$ cat config.mk
export PLATFORM = sky130hd
export DESIGN_NAME = ifmap_spad_ctrl
export DESIGN_NICKNAME = d
export VERILOG_FILES = /design/src/rtl/eyeriss_pkg.sv /design/src/rtl/ifmap_spad_mem.sv /design/src/rtl/ifmap_spad_ctrl.sv
export SDC_FILE = /design/constraint.sdc
export NUM_CORES = 1
export LEC_CHECK = 0
export ABC_CLOCK_PERIOD_IN_PS = 3900
export BUFFER_PORTS_ARGS = -buffer_cell sky130_fd_sc_hd__buf_2
export CAP_MARGIN = 20
export CORE_MARGIN = 5
export CORE_UTILIZATION = 55
export CTS_BUF_LIST = sky130_fd_sc_hd__clkbuf_2 sky130_fd_sc_hd__clkbuf_4 sky130_fd_sc_hd__clkbuf_8
export DETAILED_ROUTE_END_ITERATION = 8
export GPL_ROUTABILITY_DRIVEN = 1
export PLACE_DENSITY = 0.73
export REMOVE_ABC_BUFFERS = 1
export SETUP_SLACK_MARGIN = 0.02
export SLEW_MARGIN = 20
export SYNTH_ARGS = -nofsm -noshare
export SYNTH_HDL_FRONTEND = slang
export SYNTH_SLANG_ARGS = --single-unit
$ cat constraint.sdc
create_clock -name clk -period 3.9 [get_ports clk]
set_clock_uncertainty 0.05 [all_clocks]
set_input_delay 0.975 -clock clk [delete_from_list [all_inputs] [get_ports clk]]
set_output_delay 0.975 -clock clk [all_outputs]
set_load 0.005 [all_outputs]
$ cat src/rtl/eyeriss_pkg.sv
// Shared definitions for the Eyeriss-style PE scratchpads.
package eyeriss_pkg;

    localparam int IFMAP_DATA_WIDTH = 16;

    typedef enum logic [1:0] {
        LOAD = 2'd0,
        READ = 2'd1,
        DONE = 2'd2
    } ifmap_spad_state_t;

    // Bit width for an index over n items, never narrower than one bit.
    function automatic int width_min1(input int n);
        return (n > 1) ? $clog2(n) : 1;
    endfunction

    // Number of sliding windows over one row; a zero stride is reported
    // separately, so it maps to 1 here only to keep elaboration arithmetic sane.
    function automatic int num_windows(input int depth, input int kernel, input int stride);
        return (stride == 0) ? 1 : (depth - kernel) / stride + 1;
    endfunction

endpackage

$ cat src/rtl/ifmap_spad_mem.sv
// Ifmap scratchpad storage: register array, one synchronous write port and
// one combinational read port. Contents are intentionally not reset.
module ifmap_spad_mem
    import eyeriss_pkg::*;
#(
    parameter int  DATA_WIDTH = IFMAP_DATA_WIDTH,
    parameter int  DEPTH      = 12,
    localparam int AW         = width_min1(DEPTH)
)(
    input  logic                  clk,
    input  logic                  i_we,
    input  logic [AW-1:0]         i_waddr,
    input  logic [DATA_WIDTH-1:0] i_wdata,
    input  logic [AW-1:0]         i_raddr,
    output logic [DATA_WIDTH-1:0] o_rdata
);

    logic [DATA_WIDTH-1:0] r_mem [DEPTH];

    // Write one pixel per enabled cycle.
    always_ff @(posedge clk) begin
        if (i_we) begin
            r_mem[i_waddr] <= i_wdata;
        end
    end

    assign o_rdata = r_mem[i_raddr];

endmodule

$ cat src/rtl/ifmap_spad_ctrl.sv
// PE-local ifmap scratchpad controller: loads one row of DEPTH pixels, then
// replays it to the MAC as KERNEL-pixel windows stepping by STRIDE, pulses
// done and returns to loading. Loading and replay never overlap.
module ifmap_spad_ctrl
    import eyeriss_pkg::*;
#(
    parameter int  DATA_WIDTH = IFMAP_DATA_WIDTH,
    parameter int  DEPTH      = 12,
    parameter int  KERNEL     = 3,
    parameter int  STRIDE     = 1,
    localparam int NUM_OUT    = num_windows(DEPTH, KERNEL, STRIDE),
    localparam int AW         = width_min1(DEPTH),
    localparam int KW         = width_min1(KERNEL),
    localparam int WW         = width_min1(NUM_OUT)
)(
    input  logic                  clk,
    input  logic                  rstn,
    input  logic                  i_clear,
    input  logic                  i_in_valid,
    input  logic [DATA_WIDTH-1:0] i_in_data,
    output logic                  o_in_ready,
    output logic                  o_out_valid,
    input  logic                  i_out_ready,
    output logic [DATA_WIDTH-1:0] o_out_data,
    output logic [KW-1:0]         o_out_k,
    output logic [WW-1:0]         o_out_win,
    output logic                  o_out_last,
    output logic                  o_done
);

    generate
        if ((KERNEL > DEPTH) || (STRIDE == 0) ||
            (((DEPTH - KERNEL) % ((STRIDE == 0) ? 1 : STRIDE)) != 0)) begin : g_bad_cfg
            $error("ifmap_spad_ctrl: illegal DEPTH/KERNEL/STRIDE combination");
        end
    endgenerate

    localparam logic [AW-1:0] LP_WR_LAST  = AW'(DEPTH - 1);
    localparam logic [KW-1:0] LP_K_LAST   = KW'(KERNEL - 1);
    localparam logic [WW-1:0] LP_WIN_LAST = WW'(NUM_OUT - 1);
    localparam logic [AW-1:0] LP_STEP     = AW'(STRIDE);

    ifmap_spad_state_t r_state;
    ifmap_spad_state_t w_state_nxt;

    logic [AW-1:0] r_wr_ptr;
    logic [AW-1:0] r_base;
    logic [KW-1:0] r_k;
    logic [WW-1:0] r_win;

    logic          w_we;
    logic          w_wr_last;
    logic          w_rd_fire;
    logic          w_k_last;
    logic          w_win_last;
    logic [AW-1:0] w_raddr;

    assign w_wr_last  = (r_wr_ptr == LP_WR_LAST);
    assign w_k_last   = (r_k == LP_K_LAST);
    assign w_win_last = (r_win == LP_WIN_LAST);
    // A pixel offered during clear is dropped, not written.
    assign w_we       = (r_state == LOAD) && i_in_valid && !i_clear;
    assign w_rd_fire  = (r_state == READ) && i_out_ready;
    // base+k stays within DEPTH-1 because the last window ends at DEPTH-1.
    assign w_raddr    = r_base + AW'(r_k);

    assign o_out_k    = r_k;
    assign o_out_win  = r_win;
    assign o_out_last = (r_state == READ) && w_k_last;

    // State register.
    always_ff @(posedge clk) begin
        if (!rstn) begin
            r_state <= LOAD;
        end else begin
            r_state <= w_state_nxt;
        end
    end

    // Next-state and handshake outputs; clear overrides every transition.
    always_comb begin
        w_state_nxt = r_state;
        o_in_ready  = 1'b0;
        o_out_valid = 1'b0;
        o_done      = 1'b0;
        case (r_state)
            LOAD: begin
                o_in_ready = 1'b1;
                if (i_in_valid && w_wr_last) begin
                    w_state_nxt = READ;
                end
            end
            READ: begin
                o_out_valid = 1'b1;
                if (i_out_ready && w_k_last && w_win_last) begin
                    w_state_nxt = DONE;
                end
            end
            DONE: begin
                o_done      = 1'b1;
                w_state_nxt = LOAD;
            end
            default: begin
                w_state_nxt = LOAD;
            end
        endcase
        if (i_clear) begin
            w_state_nxt = LOAD;
        end
    end

    // Write pointer and window walk counters.
    always_ff @(posedge clk) begin
        if (!rstn || i_clear) begin
            r_wr_ptr <= '0;
            r_k      <= '0;
            r_win    <= '0;
            r_base   <= '0;
        end else begin
            if (w_we) begin
                r_wr_ptr <= w_wr_last ? '0 : r_wr_ptr + 1'b1;
            end
            if (w_rd_fire) begin
                if (!w_k_last) begin
                    r_k <= r_k + 1'b1;
                end else begin
                    r_k <= '0;
                    if (w_win_last) begin
                        r_win  <= '0;
                        r_base <= '0;
                    end else begin
                        r_win  <= r_win + 1'b1;
                        r_base <= r_base + LP_STEP;
                    end
                end
            end
        end
    end

    ifmap_spad_mem #(
        .DATA_WIDTH (DATA_WIDTH),
        .DEPTH      (DEPTH)
    ) u_mem (
        .clk     (clk),
        .i_we    (w_we),
        .i_waddr (r_wr_ptr),
        .i_wdata (i_in_data),
        .i_raddr (w_raddr),
        .o_rdata (o_out_data)
    );

endmodule

# Word-level counts from Yosys, hierarchy flattened
# Memory sizes are Yosys's and may differ from the RTL's.
# Cells that the tools add are included.
[op_classes]
addsub = 5
n_eq_ne = 7
mux = 12
n_bitwise = 1
reduce_logical = 14
[op_table]
columns = ["operator", "n"]
rows = [
  ["$add A4 B1 Y4 const B", 3],
  ["$mux W4", 3],
  ["$eq A4 B4 Y1 const B", 2],
  ["$logic_and A1 B1 Y1", 7],
  ["$mux W2", 3],
  ["$mux W1", 5],
  ["$add A4 B2 Y4", 1],
  ["$eq A2 B2 Y1 const B", 2],
  ["$ne A2 B1 Y1 const B", 2],
  ["$pmux W2 S2", 1],
  ["$reduce_and A2 Y1", 2],
  ["$add A2 B1 Y2 const B", 1],
  ["$eq A2 B1 Y1 const B", 1],
  ["$logic_not A1 Y1", 2],
  ["$logic_not A2 Y1", 1],
  ["$reduce_or A2 Y1", 1],
  ["$logic_or A1 B1 Y1", 1],
  ["$not A1 Y1", 1],
]
[word_totals]
ff_bits = 16
ramBits = 192
out_inout_bits = 26
word_cells = 45
mem_count = 1
[memory_table]
columns = ["name", "depth", "word_bits", "read_ports", "rd_clocked_by_memory_dff", "write_ports", "line", "text"]
rows = [
  ["u_mem.r_mem", 12, 16, 1, 0, 1, "ifmap_spad_mem.sv:18", "logic [DATA_WIDTH-1:0] r_mem [DEPTH];"],
]

# Longest topological paths before layout
[depth]
word_depth = 5
depth_mapped = 8
mapped_depth_nobuf = 6

# Cells and area by module
# Synthesis repeated with hierarchy kept, for this count alone.
[unflattened]
hier_cells = 426
hier_area_um2 = 8167.8
[by_module_without_submodules]
columns = ["module", "n_inst", "cells_per_inst", "area_per_inst_um2", "seq_area_each_um2"]
rows = [
  ["ifmap_spad_mem", 1, 326, 7289.5, 5765.5],
  ["ifmap_spad_ctrl", 1, 100, 878.3, 320.3],
]

# Worst setup path after synthesis
# Ideal clock, no wire load.
[synth_path]
path_kind = "register to output"
from = "reg r_k[0], in the netlist o_out_k[0]"
to = "out o_out_data[10]"
t_arrival_ns = 2.201
slack_ns = 0.674
stages_incl_launch_ff = 9
path_buffers = 3
path_cell_list = "dfxtp_1 > ha_1 > fa_1 > clkbuf_1 > buf_2 > buf_2 > mux4_2 > o21ai_0 > o31ai_2"
[synth_between]
elab_chain_len = 2
[synth_lines]
columns = ["element", "line", "text"]
rows = [
  ["start, declared", "ifmap_spad_ctrl.sv:48", "logic [KW-1:0] r_k;"],
  ["start signal, assigned", "ifmap_spad_ctrl.sv:125", "r_k <= r_k + 1'b1;"],
  ["$add A4 B2 Y4", "ifmap_spad_ctrl.sv:65", "assign w_raddr = r_base + AW'(r_k);"],
  ["$mem_v2 Z12 W16", "--", ""],
  ["end, declared", "ifmap_spad_ctrl.sv:24", "output logic [DATA_WIDTH-1:0] o_out_data,"],
]
# Every way passes these cells.

# Worst setup path after layout
[layout_path]
from = "reg r_base[0]"
to = "out o_out_data[1]"
[layout_between]
elab_chain_len = 2
[layout_lines]
columns = ["element", "line", "text"]
rows = [
  ["start, declared", "ifmap_spad_ctrl.sv:47", "logic [AW-1:0] r_base;"],
  ["start signal, assigned", "ifmap_spad_ctrl.sv:133", "r_base <= r_base + LP_STEP;"],
  ["$add A4 B2 Y4", "ifmap_spad_ctrl.sv:65", ""],
  ["$mem_v2 Z12 W16", "--", ""],
]
# Every way passes these cells.

==> impl_summary.txt <==
----------------------------------------------------
[STA]
  Final hold slack ... 0.4609 ns
  Post-route clock period utilization ... 100.8%
  Post-route minimum period ... 3.929 ns
  Final critical-path setup slack ... -0.02938 ns
  RSZ-0062 raised after global routing ... true
  Slew Limit Headroom ... 57.06%
  Slew at the pin with the worst max-slew slack ... 0.6352 ns
  FMAX ... 254.5 MHz
  Final-report max-slew violation count ... 0
  Final setup violation count ... 4
  Hold Fails Final Rpt ... 0

[Pwr]
  Peak ir drop on the vdd network ... 0.3534 mV
  Comb power frac ... 2.0%
  Clk network pwr share ... 43.4%
  Sequential share of power ... 54.6%
  Power Density ... 433.1 mW/mm²
  Design Power ... 4483 µW
  Switching part of the total power ... 19.36%
  Leakage power of the design ... 0.003516 µW
  Cell-internal power ... 3615 µW
  P_sw ... 867.7 µW

[Yosys]
  Share of Yosys cell area claimed by the top area cell type ... 68.67%
  Main combinational cell family by area after synthesis ... multiplexers
  Count of flip-flops with a built-in enable after synthesis ... 192
  Adder-Cell Fraction of Synth Area ... 1.282%
  Number of standard cells after synthesis ... 485
  Synth Register Bits ... 208
  Sequential cell area fraction in the yosys report ... 72.49%
  Most used standard cell by instance count after synthesis ... edfxtp_1
  Commonest register cell after synthesis ... edfxtp_1
  Distinct cells, synth ... 41
  Synth top cells by count ... edfxtp_1, mux2_2, o22ai_1, o21ai_0
  Dominant cells by area after synthesis ... edfxtp_1, mux2_2, mux4_2
  Share of the synthesized area in compound gates (AO/OA/AOI/OAI) ... 6.528%
  Multiplexer share of the synthesized area ... 13.11%
  Synthesized area per cell ... 17.31 µm²
  Syn. warnings ... 0
  Synthesized area ... 0.008396 mm²
  Biggest area consumer among synthesized cells ... edfxtp_1
  Simple-Gate Fraction of Synth Area ... 4.382%
  Post-synthesis share of cell area spent on xor and xnor gates ... 0.5216%
  Async set-reset flop share out of synthesis ... 0%

[Worst setup path]
  Cells traversed along the worst timing path ... ha_4, fa_4, buf_12, buf_8, buf_16, mux2_4, o22ai_2, o31ai_2, buf_2
  Cell with the largest stage delay on the worst path ... fa_4
  First element of the critical path ... r_base[0]
  Largest incremental delay on the critical path ... 0.76 ns
  CP Max Fanout ... 8
  R2R depth ... 5
  Data required time at the worst endpoint ... 2.87 ns
  Nature of the critical path endpoint ... primary output
  Crit path launch type ... register
  CP Data Arrival Time ... 2.90 ns
  Worst R2R End ... u_mem.r_mem[3][4]
  Start of the worst register-to-register path ... r_state[1]
  Critical path class ... register to primary output
  Flop2flop setup slack ... 1.55 ns
  Worst setup path endpoint ... o_out_data[1]

[Floorplan]
  DIE AREA ... 0.01784 mm²
  Total I/O pin count ... 47
  Starting Density ... 55.64%
  Standard-cell row count ... 45
  Core ar. ... 0.01509 mm²
  Chip Width ... 133.6 µm
  Overall die height ... 133.6 µm

[Final layout]
  Utilization after layout ... 68.60%
  Layout area overhead ... 23.29%
  Post-route standard cell area excluding fillers ... 0.01035 mm²
  Fraction of final layout cells sized beyond drive strength 1 ... 46.32%
  Antenna cells ... 0
  Final net count ... 615

[Detailed routing]
  Routed via count divided by cell count ... 6.048
  Routed length per instance ... 23.94 µm
  Number of nets still failing antenna checks after routing ... 0
  Total iterations of the first detailed-routing run ... 5
  Drt drc ... 0
  Initial DRC Count ... 332
  DR vias ... 4832
  Total Wirelength ... 19130 µm

[Place]
  Detailed Place HPWL ... 10510 µm
  Number of buffer cells added on primary ports ... 46
  Post-Place Worst Slack ... 0.3588 ns
  Global placement routability congestion ... 0.7777
  Post-DP Area ... 0.009030 mm²

[Global routing]
  Total routing resource utilization after global routing ... 22.03%
  Via count of the first global-routing pass ... 5094
  Maximum number of pins on one net before global-route repair ... 17
  Antenna violations before repair ... 0
  Gr ovfl total ... 0
  First-pass GRT wire length ... 29410 µm

[Run status]
  Result of the run ... complete, but fails checks
  Failing checks ... setup timing

[Clock network]
  Maximum root-to-sink buffer count ... 3
  Number of buffers created by CTS ... 34
  Clk root buf ... clkbuf_8
  Clock Pin Slew Worst Setup and Hold Paths ... 0.06 ns
  Sinks on the clock net ... 208
  Clock tree from TritonCTS ... yes
  Skew-Pair Late Insertion Delay ... 0.50 ns
  Number of levels the H-tree was split into ... 2

[Min path]
  Path category of the worst min-delay check ... register to register
  Number of cells on the worst hold path ... 2

[Job]
  Number of max-cap violations ... 0

----------------------------------------------------
[kinds of logic (layout without fill, tap and decap cells)]
kind of cell	count (synthesis)	after routing
XOR/XNOR	5	5
AND/OR/NAND/NOR	70	70
AO/OA/AOI/OAI	82	82
adder cells (fa/ha/maj)	8	8
multiplexers	82	82
buffers and inverters	30	156
flip-flops	208	208
[repair_timing]
item	CTS	global route
hold buffers	0	0
resized for setup	74	22
cloned	8	0
pin swaps	24	11
buffers inserted	9	0
endpoints found under the setup margin	16	16
[power by group through the flow]
stage / Combinational [µW] / Clock, µW / Sequential [µW]
3_5_place_dp: 84.3 / 0 / 2500
5_1_grt: 97.1 / 2090 / 2450
6_report: 88.2 / 1950 / 2450
3_3_place_gp: 79.4 / 0 / 2500
2_1_floorplan: 30.0 / 0 / 2500
4_1_cts: 87.3 / 1970 / 2450
[how the worst min path moves through the flow]
stage                   start        end
detailed placement  r_base[3]  r_base[3]
global placement    r_base[3]  r_base[3]
floorplan           r_base[3]  r_base[3]
finish              r_base[3]  r_base[3]
CTS                 r_base[3]  r_base[3]
global route        r_base[3]  r_base[3]
[area by class of cell]
type	instances	area (µm²)
flip-flops and latches	208	6095
fillers	994	4738
multi-input cells	247	2521
repair buffers	91	778.2
clock buffers	50	613.1
well taps	188	235.2
clock inverters	11	93.84
inverters	4	15.01
[metal layers]
metal | share of wire [%] | GRT usage (%) | up-vias
met4 | 1.8 | 6.971 | 0
met5 | 0 | 0 | -
met1 | 40 | 28.82 | 2466
li1 | - | - | 2148
met2 | 51 | 37.10 | 187
met3 | 6.6 | 4.947 | 31
[per-stage QoR]
stage | instances | setup TNS (ns)
6_report | 799 | -0.05440
5_1_grt | 799 | -0.8002
4_1_cts | 802 | -1.016
3_5_place_dp | 724 | 0
3_3_place_gp | 724 | 0
2_1_floorplan | 459 | -11.49
[flip-flops by register name (all words and copies together), names as in the netlist]
name and cells:
o_out_win 4, r_wr_ptr 4, o_out_k 2, r_base 4, r_state 2, u_mem.r_mem 192
[cells in the final DEF, fill, tap and decap left out, types with 13 or more instances in the layout]
cell type and n:
buf_2 46, buf_4 29, clkbuf_8 38, dfxtp_1 13, edfxtp_1 192, mux2_2 42
mux2_4 22, mux4_2 16, nand2_1 15, nor2_1 15, o22ai_2 27, o31ai_2 14
[worst max-delay path, delay by kind of cell, from the launching register on]
kind / cells / cell delay (ns)
buffers and inverters: 4 / 0.56
muxes: 1 / 0.30
adders and majority gates: 2 / 0.92
AOI/OAI and AO/OA: 2 / 0.27
DFF: 1 / 0.35
No activity file was read; power rests on OpenSTA's default activity.
